[src/rtl/adc_pair_framer_if.sv]
// adc_pair_framer_if: ADC capture, FIFO write and status signals of the pair framer
interface adc_pair_framer_if;
  logic        start;
  logic        a_en;
  logic [15:0] a_data;
  logic        b_en;
  logic [15:0] b_data;
  logic        fifo_full;
  logic        fifo_wr_en;
  logic [15:0] fifo_din;
  logic        blk_done;
  logic        busy;
  logic [15:0] overflow_cnt;
  logic [7:0]  mismatch_cnt;
  modport master (
    input  start, a_en, a_data, b_en, b_data, fifo_full,
    output fifo_wr_en, fifo_din, blk_done, busy, overflow_cnt, mismatch_cnt
  );
  modport slave (
    output start, a_en, a_data, b_en, b_data, fifo_full,
    input  fifo_wr_en, fifo_din, blk_done, busy, overflow_cnt, mismatch_cnt
  );
endinterface

[src/rtl/adc_pair_framer.sv]
// adc_pair_framer: pairs ch A/B ADC samples and frames them into header + BLOCK_LEN pair blocks
module adc_pair_framer #(
  parameter int          BLOCK_LEN    = 256,
  parameter int          PAIR_TIMEOUT = 64,
  parameter logic [7:0]  HDR_TAG      = 8'hA5
) (
  input logic clk,
  input logic rst,
  adc_pair_framer_if.master io
);
  localparam int IW = (BLOCK_LEN > 1) ? $clog2(BLOCK_LEN) : 1;
  localparam int TW = $clog2(PAIR_TIMEOUT + 1);
  typedef enum logic [2:0] {IDLE, COLLECT, HDR, WR_A, WR_B, PAD} state_t;
  state_t state, state_nx;
  logic [2:0] a_s, b_s;
  logic a_rise, b_rise, have_a, have_b;
  logic [11:0] a_cap, b_cap, pa, pb;
  logic [TW-1:0] timer;
  logic [IW-1:0] pair_idx;
  logic [7:0] seq, mis;
  logic [15:0] ovf;
  logic pad_hi, idle, one, tmo, rep, clr, pair_done, commit, last, pad_wr, blk_end;
  assign a_rise = a_s[1] & ~a_s[2];
  assign b_rise = b_s[1] & ~b_s[2];
  assign idle = state == IDLE;
  assign one = have_a ^ have_b;
  assign tmo = one && timer == TW'(PAIR_TIMEOUT - 1);
  assign pair_done = state == COLLECT && io.start && have_a && have_b;
  assign commit = pair_done && !io.fifo_full;
  assign clr = idle || pair_done || tmo;
  assign rep = !clr && ((a_rise && have_a) || (b_rise && have_b));
  assign last = pair_idx == IW'(BLOCK_LEN - 1);
  assign pad_wr = state == PAD && !io.fifo_full;
  assign blk_end = last && (state == WR_B || (pad_wr && pad_hi));
  assign io.busy = !idle;
  assign io.overflow_cnt = ovf;
  assign io.mismatch_cnt = mis;
  always_ff @(posedge clk or posedge rst) begin
    if (rst) begin
      state <= IDLE;
      a_s <= '0;
      b_s <= '0;
      have_a <= 1'b0;
      have_b <= 1'b0;
      a_cap <= '0;
      b_cap <= '0;
      pa <= '0;
      pb <= '0;
      timer <= '0;
      pair_idx <= '0;
      seq <= '0;
      pad_hi <= 1'b0;
      ovf <= '0;
      mis <= '0;
    end else begin
      state <= state_nx;
      a_s <= {a_s[1:0], io.a_en};
      b_s <= {b_s[1:0], io.b_en};
      // flags are released at commit so edges during the write burst seed the next pair
      have_a <= !idle && (a_rise || (have_a && !clr));
      have_b <= !idle && (b_rise || (have_b && !clr));
      a_cap <= a_rise ? io.a_data[11:0] : a_cap;
      b_cap <= b_rise ? io.b_data[11:0] : b_cap;
      pa <= commit ? a_cap : pa;
      pb <= commit ? b_cap : pb;
      timer <= (!one || clr || rep) ? '0 : timer + TW'(1);
      mis <= ((tmo || rep) && mis != 8'hFF) ? mis + 8'd1 : mis;
      ovf <= (pair_done && io.fifo_full && ovf != 16'hFFFF) ? ovf + 16'd1 : ovf;
      if (state == WR_B || (pad_wr && pad_hi))
        pair_idx <= last ? '0 : pair_idx + IW'(1);
      seq <= blk_end ? seq + 8'd1 : seq;
      pad_hi <= state == PAD && (pad_hi ^ pad_wr);
    end
  end
  always_comb begin
    state_nx = state;
    io.fifo_wr_en = 1'b0;
    io.fifo_din = '0;
    io.blk_done = blk_end;
    case (state)
      IDLE:    state_nx = io.start ? COLLECT : IDLE;
      COLLECT: state_nx = !io.start ? (pair_idx != '0 ? PAD : IDLE)
                        : commit ? (pair_idx == '0 ? HDR : WR_A) : COLLECT;
      HDR: begin
        io.fifo_wr_en = 1'b1;
        io.fifo_din = {HDR_TAG, seq};
        state_nx = WR_A;
      end
      WR_A: begin
        io.fifo_wr_en = 1'b1;
        io.fifo_din = {4'h0, pa};
        state_nx = WR_B;
      end
      WR_B: begin
        io.fifo_wr_en = 1'b1;
        io.fifo_din = {4'h0, pb};
        state_nx = (last && !io.start) ? IDLE : COLLECT;
      end
      PAD: begin
        io.fifo_wr_en = pad_wr;
        io.fifo_din = pad_wr ? 16'h8000 : 16'h0000;
        state_nx = blk_end ? IDLE : PAD;
      end
      default: state_nx = IDLE;
    endcase
  end
endmodule

[src/flat_wrapper.sv]
// flat-port wrapper written by rule: the top's interface ports become plain ports
module adc_pair_framer_flat 
#(
  parameter int          BLOCK_LEN    = 256,
  parameter int          PAIR_TIMEOUT = 64,
  parameter logic [7:0]  HDR_TAG      = 8'hA5
)
  (clk, rst, io_start, io_a_en, io_a_data, io_b_en, io_b_data, io_fifo_full, io_fifo_wr_en, io_fifo_din, io_blk_done, io_busy, io_overflow_cnt, io_mismatch_cnt);
  adc_pair_framer_if io_i ();
  input logic clk;
  input logic rst;
  input wire logic [$bits(io_i.start)-1:0] io_start;
  input wire logic [$bits(io_i.a_en)-1:0] io_a_en;
  input wire logic [$bits(io_i.a_data)-1:0] io_a_data;
  input wire logic [$bits(io_i.b_en)-1:0] io_b_en;
  input wire logic [$bits(io_i.b_data)-1:0] io_b_data;
  input wire logic [$bits(io_i.fifo_full)-1:0] io_fifo_full;
  output wire logic [$bits(io_i.fifo_wr_en)-1:0] io_fifo_wr_en;
  output wire logic [$bits(io_i.fifo_din)-1:0] io_fifo_din;
  output wire logic [$bits(io_i.blk_done)-1:0] io_blk_done;
  output wire logic [$bits(io_i.busy)-1:0] io_busy;
  output wire logic [$bits(io_i.overflow_cnt)-1:0] io_overflow_cnt;
  output wire logic [$bits(io_i.mismatch_cnt)-1:0] io_mismatch_cnt;
  assign io_i.start = io_start;
  assign io_i.a_en = io_a_en;
  assign io_i.a_data = io_a_data;
  assign io_i.b_en = io_b_en;
  assign io_i.b_data = io_b_data;
  assign io_i.fifo_full = io_fifo_full;
  assign io_fifo_wr_en = io_i.fifo_wr_en;
  assign io_fifo_din = io_i.fifo_din;
  assign io_blk_done = io_i.blk_done;
  assign io_busy = io_i.busy;
  assign io_overflow_cnt = io_i.overflow_cnt;
  assign io_mismatch_cnt = io_i.mismatch_cnt;
  adc_pair_framer #(.BLOCK_LEN(BLOCK_LEN), .PAIR_TIMEOUT(PAIR_TIMEOUT), .HDR_TAG(HDR_TAG)) u_core (.clk(clk), .rst(rst), .io(io_i));
endmodule
[config.mk]
export PLATFORM = sky130hd
export DESIGN_NAME = adc_pair_framer_flat
export DESIGN_NICKNAME = d
export VERILOG_FILES = /design/src/rtl/adc_pair_framer_if.sv /design/src/rtl/adc_pair_framer.sv /design/src/flat_wrapper.sv
export SDC_FILE = /design/constraint.sdc
export NUM_CORES = 1
export LEC_CHECK = 0
export CORE_MARGIN = 8
export CORE_UTILIZATION = 59
export CTS_BUF_LIST = sky130_fd_sc_hd__clkbuf_8
export CTS_CLUSTER_SIZE = 12
export DETAILED_ROUTE_END_ITERATION = 16
export GPL_TIMING_DRIVEN = 0
export PLACE_DENSITY = 0.88
export SLEW_MARGIN = 20
export SYNTH_ARGS = -nofsm -noshare
export SYNTH_HDL_FRONTEND = slang
export SYNTH_SLANG_ARGS = --single-unit
export TNS_END_PERCENT = 30
[constraint.sdc]
create_clock -name clk -period 7.83 [get_ports clk]
set_input_delay 1.566 -clock clk [delete_from_list [all_inputs] [get_ports clk]]
set_output_delay 1.566 -clock clk [all_outputs]
set_load 0.03 [all_outputs]
==> impl_results.md, run 1 <==
- Hold buffers post-CTS: 0
- Distinct cells, synth: 41
- Max VDD drop: between 0.15 and 0.2 mV
- CP startpoint: io_fifo_full
- First drt pass iteration count: 4
- # resized after CTS: 0
- H-tree depth: 3
- Clk_skew: 12.3 ps
- F_max: about 180 MHz
- Clock Tree Buf Depth: 2
- Clock Pin Slew Worst Setup and Hold Paths: 100 ps
- Req. time, crit path: 6260 ps
- CTS buffer count: 9
- Initial antenna violation count: 0
- Layout cells sized above 1: 18.0%
- Vias/cell: 5.50
- Reg area: about 2700 µm²
- Antenna Nets Post-Route: 0
- IO Count: 81
- Final setup vio count: 0
- Final Slew Violations: 0
- Ys async rst share: 100%
- Post-Syn Area: 4760 µm²
- Synth Register Bits: 107
- Leak pwr: 0.00257 µW
- CTS tree: built
- HP Start: u_core.a_s[0]
- First-pass GRT wire length: 16.8 mm
- N_diodes: 0
- Syn-to-layout area delta: 22.0%
- EDFF count, synth: 0
- Die Wd: ~110 µm
- Gr usage total: 18.6%
- Footprint of the multi-input gates: 1980 µm²
- CP max FO: 10
- DRT Wirelength: 9.96 mm
- CP arrival: roughly 3900 ps
- Port Buffers: 70
- Worst slew margin: 55.2%
- Root Driver: clkbuf_8
- Drt wl/cell: 16.9 µm
- Core Util, Final: 74.8%
- Nets: 528
- Core area: 7770 µm²
- Worst setup path class: primary input to primary output
- Final Power: 1590 µW
- Fin Setup TNS: 0 ps
- Class of the worst hold path: flop to flop
- Number of global-route vias before repair: approximately 3,400
- CP Capture Type: primary output
- Worst-Skew Late Latency: 380 ps
- Tightest Pin Transition: around 670 ps
- Ys Warns: 0
- Mapped Avg Cell Area: ~12 µm²
- Ys flop type: dfrtp_1
- DRT iter0 DRCs: 158
- R2R Path Start: u_core.state[1]
- Sequential-to-total area share from yosys stat: 56.2%
- Grt total ovfl: 0
- HPWL after DPL: between 7 and 8 mm
- Vias: 3,245
- RSZ-0062 raised after global routing: false
- Die height: 106 µm
- FILL cells: 499
- Cells after Synth: 400
- Die area: 11,200 µm²
- DRC: 0
- Clk sink count: 107
- Startpoint types: primary input
- Largest net degree at the start of global routing: 85
- PD cells: 274 nW/µm²
- Final Wtd Congestion: ~0.82
- Post-CTS setup buffers: 0
- Min Tclk post-route: approximately 5500 ps
- Status: finished, final reports clean
- Rows: 32
- Final period util: 69.9%
- Max-capacitance violation count: 0
- Starting Density: 61.3%
- Final Hold Fails: 0
==> cell type report <==
type	count	share of cell area [%]
Clock inverter	7	1.01
Clock buffer	9	2.13
Inverter	11	0.797
Multi-Input combinational cell	271	34.1
Buffer	12	1.14
Sequential cell	107	46.1
Tap cell	102	2.20
Timing Repair Buffer	71	12.5
==> routing by layer <==
| layer | share of wire (%) | up-vias | global-route usage, % | wire length, µm |
|---|---|---|---|---|
| met5 | 0 | - | 0 | 0 |
| met4 | 2.7 | 0 | 7.84 | 264 |
| met3 | 4.2 | 20 | 4.63 | 417 |
| met2 | 49 | 79 | 29.6 | 4900 |
| met1 | 44 | 1600 | 23.7 | 4380 |
| li1 | - | 1546 | - | - |
==> critical path, stage by stage <==
cell and delay [ps]:
clkdlybuf4s50_1 500, nor3_1 330, ha_1 270, inv_1 70, a211oi_2 240, buf_4 230
clkdlybuf4s50_1 690
==> cells by family after synthesis <==
logic type      share of synthesized area, %
compound gates                          4.94
xor+xnor                                6.80
fa+ha+maj                               1.84
buf+inv                                 2.26
flops                                   56.2
mux                                     14.4
other cells                           0.0787
simple gates                            13.5
==> synthesized netlist by cell type (2+ instances only) <==
cell type  instances  share of area (%)
and3_1             6               0.79
o21ai_0           16                1.7
nor4_1             3               0.39
o21a_1             3               0.47
nor3_1             9               0.95
dfrtp_1          107                 56
xor2_1            18                3.3
nor2b_1            3               0.39
ha_1               7                1.8
buf_4              5               0.79
xnor2_1           19                3.5
nor3b_1            2               0.32
nand2_1           37                2.9
nand2b_1           2               0.26
mux2_2            53                 13
or2_2              2               0.26
o22ai_1            2               0.26
nor2_2             3               0.39
mux2i_1            9                1.9
and4_1             3               0.55
o31ai_1            3               0.47
nor2_1            32                2.5
buf_2              2               0.21
a21oi_1            4               0.42
nand4_1            9                1.2
nand3_1           11                1.2
inv_1             11               0.87
or3b_1             2               0.37
clkbuf_1           4               0.32
nor4_2             2               0.53
==> cells in the final DEF (no fill, tap or decap), drive strengths merged, types with 5 or more instances in the layout <==
cell type        n
xnor2           19
mux2            53
clkbuf          13
dfrtp          107
buf              9
clkdlybuf4s50   70
xor2            18
a21oi            5
nand4            9
nand2           37
and3             6
nor2            35
inv             16
mux2i            9
o21ai           16
nand3           11
ha               7
nor4             5
nor3             9
==> report_power, final <==
| group | total (µW) | internal (µW) | switching [µW] |
|---|---|---|---|
| registers | 766 | 672 | 94.9 |
| logic | 506 | 238 | 268 |
| clock network | 322 | 121 | 200 |
==> sequential cells by signal, summed over array words and instances (netlist names) <==
register and count:
u_core.a_s 3, u_core.pa 12, u_core.io.mismatch_cnt 8, u_core.b_s 3
u_core.b_cap 12, u_core.pair_idx 8, u_core.io.overflow_cnt 16, u_core.seq 8
u_core.have_b 1, u_core.state 3, u_core.pad_hi 1, u_core.timer 7
u_core.a_cap 12, u_core.pb 12, u_core.have_a 1
==> stage by stage <==
step           hold slack, ps  instances  setup WS [ps]  instance area (µm²)
2_1_floorplan             331        401           3450                 4770
5_1_grt                   379        590           2260                 5810
6_report                  361        590           2350                 5810
3_3_place_gp              332        573           2010                 5600
3_5_place_dp              342        574           2400                 5630
4_1_cts                   367        590           2380                 5810
==> path summary, 6_finish.rpt <==
kind	endpoint	slack [ps]	depth (start not counted)
min in group asynchronous	u_core.a_cap[6]	1510	2
min	u_core.a_s[1]	360	0
max in group asynchronous	u_core.a_cap[3]	5660	3
max	io_blk_done	2350	7
max reg2reg	u_core.seq[1]	5600	8
min reg2reg	u_core.a_s[1]	360	0
No activity file was read; power rests on OpenSTA's default activity.
==> run 2: changes to the inputs <==
--- a/config.mk
+++ b/config.mk
@@ -6,12 +6,12 @@
 export NUM_CORES = 1
 export LEC_CHECK = 0
 export CORE_MARGIN = 8
-export CORE_UTILIZATION = 59
+export CORE_UTILIZATION = 50
 export CTS_BUF_LIST = sky130_fd_sc_hd__clkbuf_8
 export CTS_CLUSTER_SIZE = 12
 export DETAILED_ROUTE_END_ITERATION = 16
 export GPL_TIMING_DRIVEN = 0
-export PLACE_DENSITY = 0.88
+export PLACE_DENSITY = 0.79
 export SLEW_MARGIN = 20
 export SYNTH_ARGS = -nofsm -noshare
 export SYNTH_HDL_FRONTEND = slang
==> constraint.sdc (replaced) <==
create_clock -name clk -period 4.8 [get_ports clk]
set_input_delay 0.96 -clock clk [delete_from_list [all_inputs] [get_ports clk]]
set_output_delay 0.96 -clock clk [all_outputs]
set_load 0.03 [all_outputs]
==> impl_results.md, run 2 (same netlist as run 1, synthesis figures left out) <==
- Max-capacitance violation count: 0 (unchanged)
- HPWL after DPL: 7.23 mm (-0.63%)
- Die height: 114 µm (+7.3%)
- Worst setup path class: primary input to primary output
- F_max: 233 MHz
- Vias/cell: 5.29 (-3.8%)
- Number of global-route vias before repair: 3,354 (-1.4%)
- RSZ-0062 raised after global routing: false
- Reg2reg setup slack: 2560 ps (-3040 ps)
- Fin cells: 617 (+4.6%)
- Starting Density: 51.6% (-9.8 points)
- Port Buffers: 70 (unchanged)
- Die Wd: 114 µm (+7.3%)
- Final Hold Fails: 0 (unchanged)
- Final Slew Violations: 0 (unchanged)
- Req. time, crit path: 3840 ps (-2420 ps)
- Syn-to-layout area delta: 22.7%
- Commonest non-fill, non-tap cells in the layout: dfrtp_1 (107), clkdlybuf4s50_1 (70), mux2_2 (53)
- CP max FO: 10 (unchanged)
- Final Power: 2580 µW (+62%)
- Max FFs per register: 16 (unchanged)
- Worst-Skew Late Latency: 370 ps (about the same)
- IO Count: 81 (unchanged)
- Rows: 35 (+9.4%)
- Root Driver: clkbuf_8
- Core Util, Final: 63.3% (-12 points)
- First-pass GRT wire length: 16.1 mm (-4.2%)
- Clock Tree Buf Depth: 2 (unchanged)
- Clock Pin Slew Worst Setup and Hold Paths: 100 ps (about the same)
- Worst slew margin: 53.4% (-1.8 points)
- Nets: 528 (unchanged)
- Drt wl/cell: 15.5 µm (-8.4%)
- Grt total ovfl: 0 (unchanged)
- DRT iter0 DRCs: 138 (-13%)
- Core area: 9240 µm² (+19%)
- DRC: 0 (unchanged)
- Gr usage total: 15.5% (-3.1 points)
- Final Wtd Congestion: 0.808 (-2.0%)
- R2R Path Start: u_core.state[1]
- PD cells: 441 nW/µm² (+61%)
- Min Tclk post-route: 4300 ps
- Post-CTS setup buffers: 0 (unchanged)
- R2R depth: 8 (unchanged)
- First drt pass iteration count: 4 (unchanged)
- CP arrival: 3340 ps (-570 ps)
- CP startpoint: io_fifo_full
- Die area: 12,900 µm² (+15%)
- Tightest Pin Transition: 693 ps (+27.2 ps)
- Clk sink count: 107 (unchanged)
- CTS buffer count: 9 (unchanged)
- N_diodes: 0 (unchanged)
- Vias: 3,266 (+0.65%)
- Status: finished, final reports clean
- Clk_skew: 13.2 ps (+0.905 ps)
- Largest net degree at the start of global routing: 82 (-3.5%)
- Class of the worst hold path: flop to flop
- Antenna Nets Post-Route: 0 (unchanged)
- Startpoint types: primary input
- Worst hold margin: 365 ps (+4.40 ps)
- Max VDD drop: 0.236 mV (+44%)
- Critical Path End: io_blk_done
- CTS tree: built
- Most common cell after layout, fill and taps aside: dfrtp_1
- Leak pwr: 0.00257 µW (+0.15%)
- # resized after CTS: 0 (unchanged)
- H-tree depth: 3 (unchanged)
- Final period util: roughly nine tenths
- FILL cells: 731 (+46%)
- Reg-to-Reg End: u_core.seq[1]
- Layout cells sized above 1: 18.0% (unchanged)
- CP Capture Type: primary output
- Final setup vio count: 0 (unchanged)
- DRT Wirelength: 9.54 mm (-4.2%)
- Initial antenna violation count: 0 (unchanged)
- Hold buffers post-CTS: 0 (unchanged)
- Placed insts: 601 (+4.7%)
run 2: per-stage QoR:
stage | area, µm² | setup slack (ps) | TNS, ps
final | 5850 | 501 | 0
after global routing | 5850 | 350 | 0
after CTS | 5850 | 455 | 0
after detailed placement | 5660 | 456 | 0
after global placement | 5630 | -440 | -46320
after floorplan | 4770 | 1020 | 0
run 2: final cells by class:
cell class	count	area, µm²	share of cell area (%)
well taps	129	161	2.76
inverters	11	46.3	0.792
clock inverters	7	60.1	1.03
multi-input cells	271	1980	33.9
flip-flops and latches	107	2680	45.8
repair buffers	71	728	12.5
clock buffers	9	124	2.12
plain buffers	12	66.3	1.13
run 2: critical path: stages:
cell and delay, ps:
clkdlybuf4s50_1 530, nor3_1 340, ha_1 290, inv_1 70, a211oi_2 220, buf_4 220
clkdlybuf4s50_1 690
run 2: routing by layer:
metal	global-route usage (%)	wire, µm	part of all wire, %	up-vias
li1	-	-	-	1556
met1	19.4	4300	45	1636
met2	25.3	4670	49	63
met3	4.91	454	4.8	11
met4	4.44	119	1.2	0
met5	0	0	0	-
run 2: how the worst min path moves through the flow:
stage,cells after the start,end,start,slack [ps]
after floorplan,0,u_core.a_s[1],u_core.a_s[0],330
after global placement,0,u_core.b_s[1],u_core.b_s[0],330
after detailed placement,0,u_core.a_s[1],u_core.a_s[0],340
after CTS,0,u_core.a_s[1],u_core.a_s[0],370
after global routing,0,u_core.b_s[1],u_core.b_s[0],380
final,0,u_core.a_s[1],u_core.a_s[0],370
run 2: where the power goes:
group	internal [µW]	leakage, µW	total (µW)	switching (µW)
Combinational	386	0.00112	815	430
Sequential	1100	0.00135	1250	152
Clock	199	0.0000955	517	318
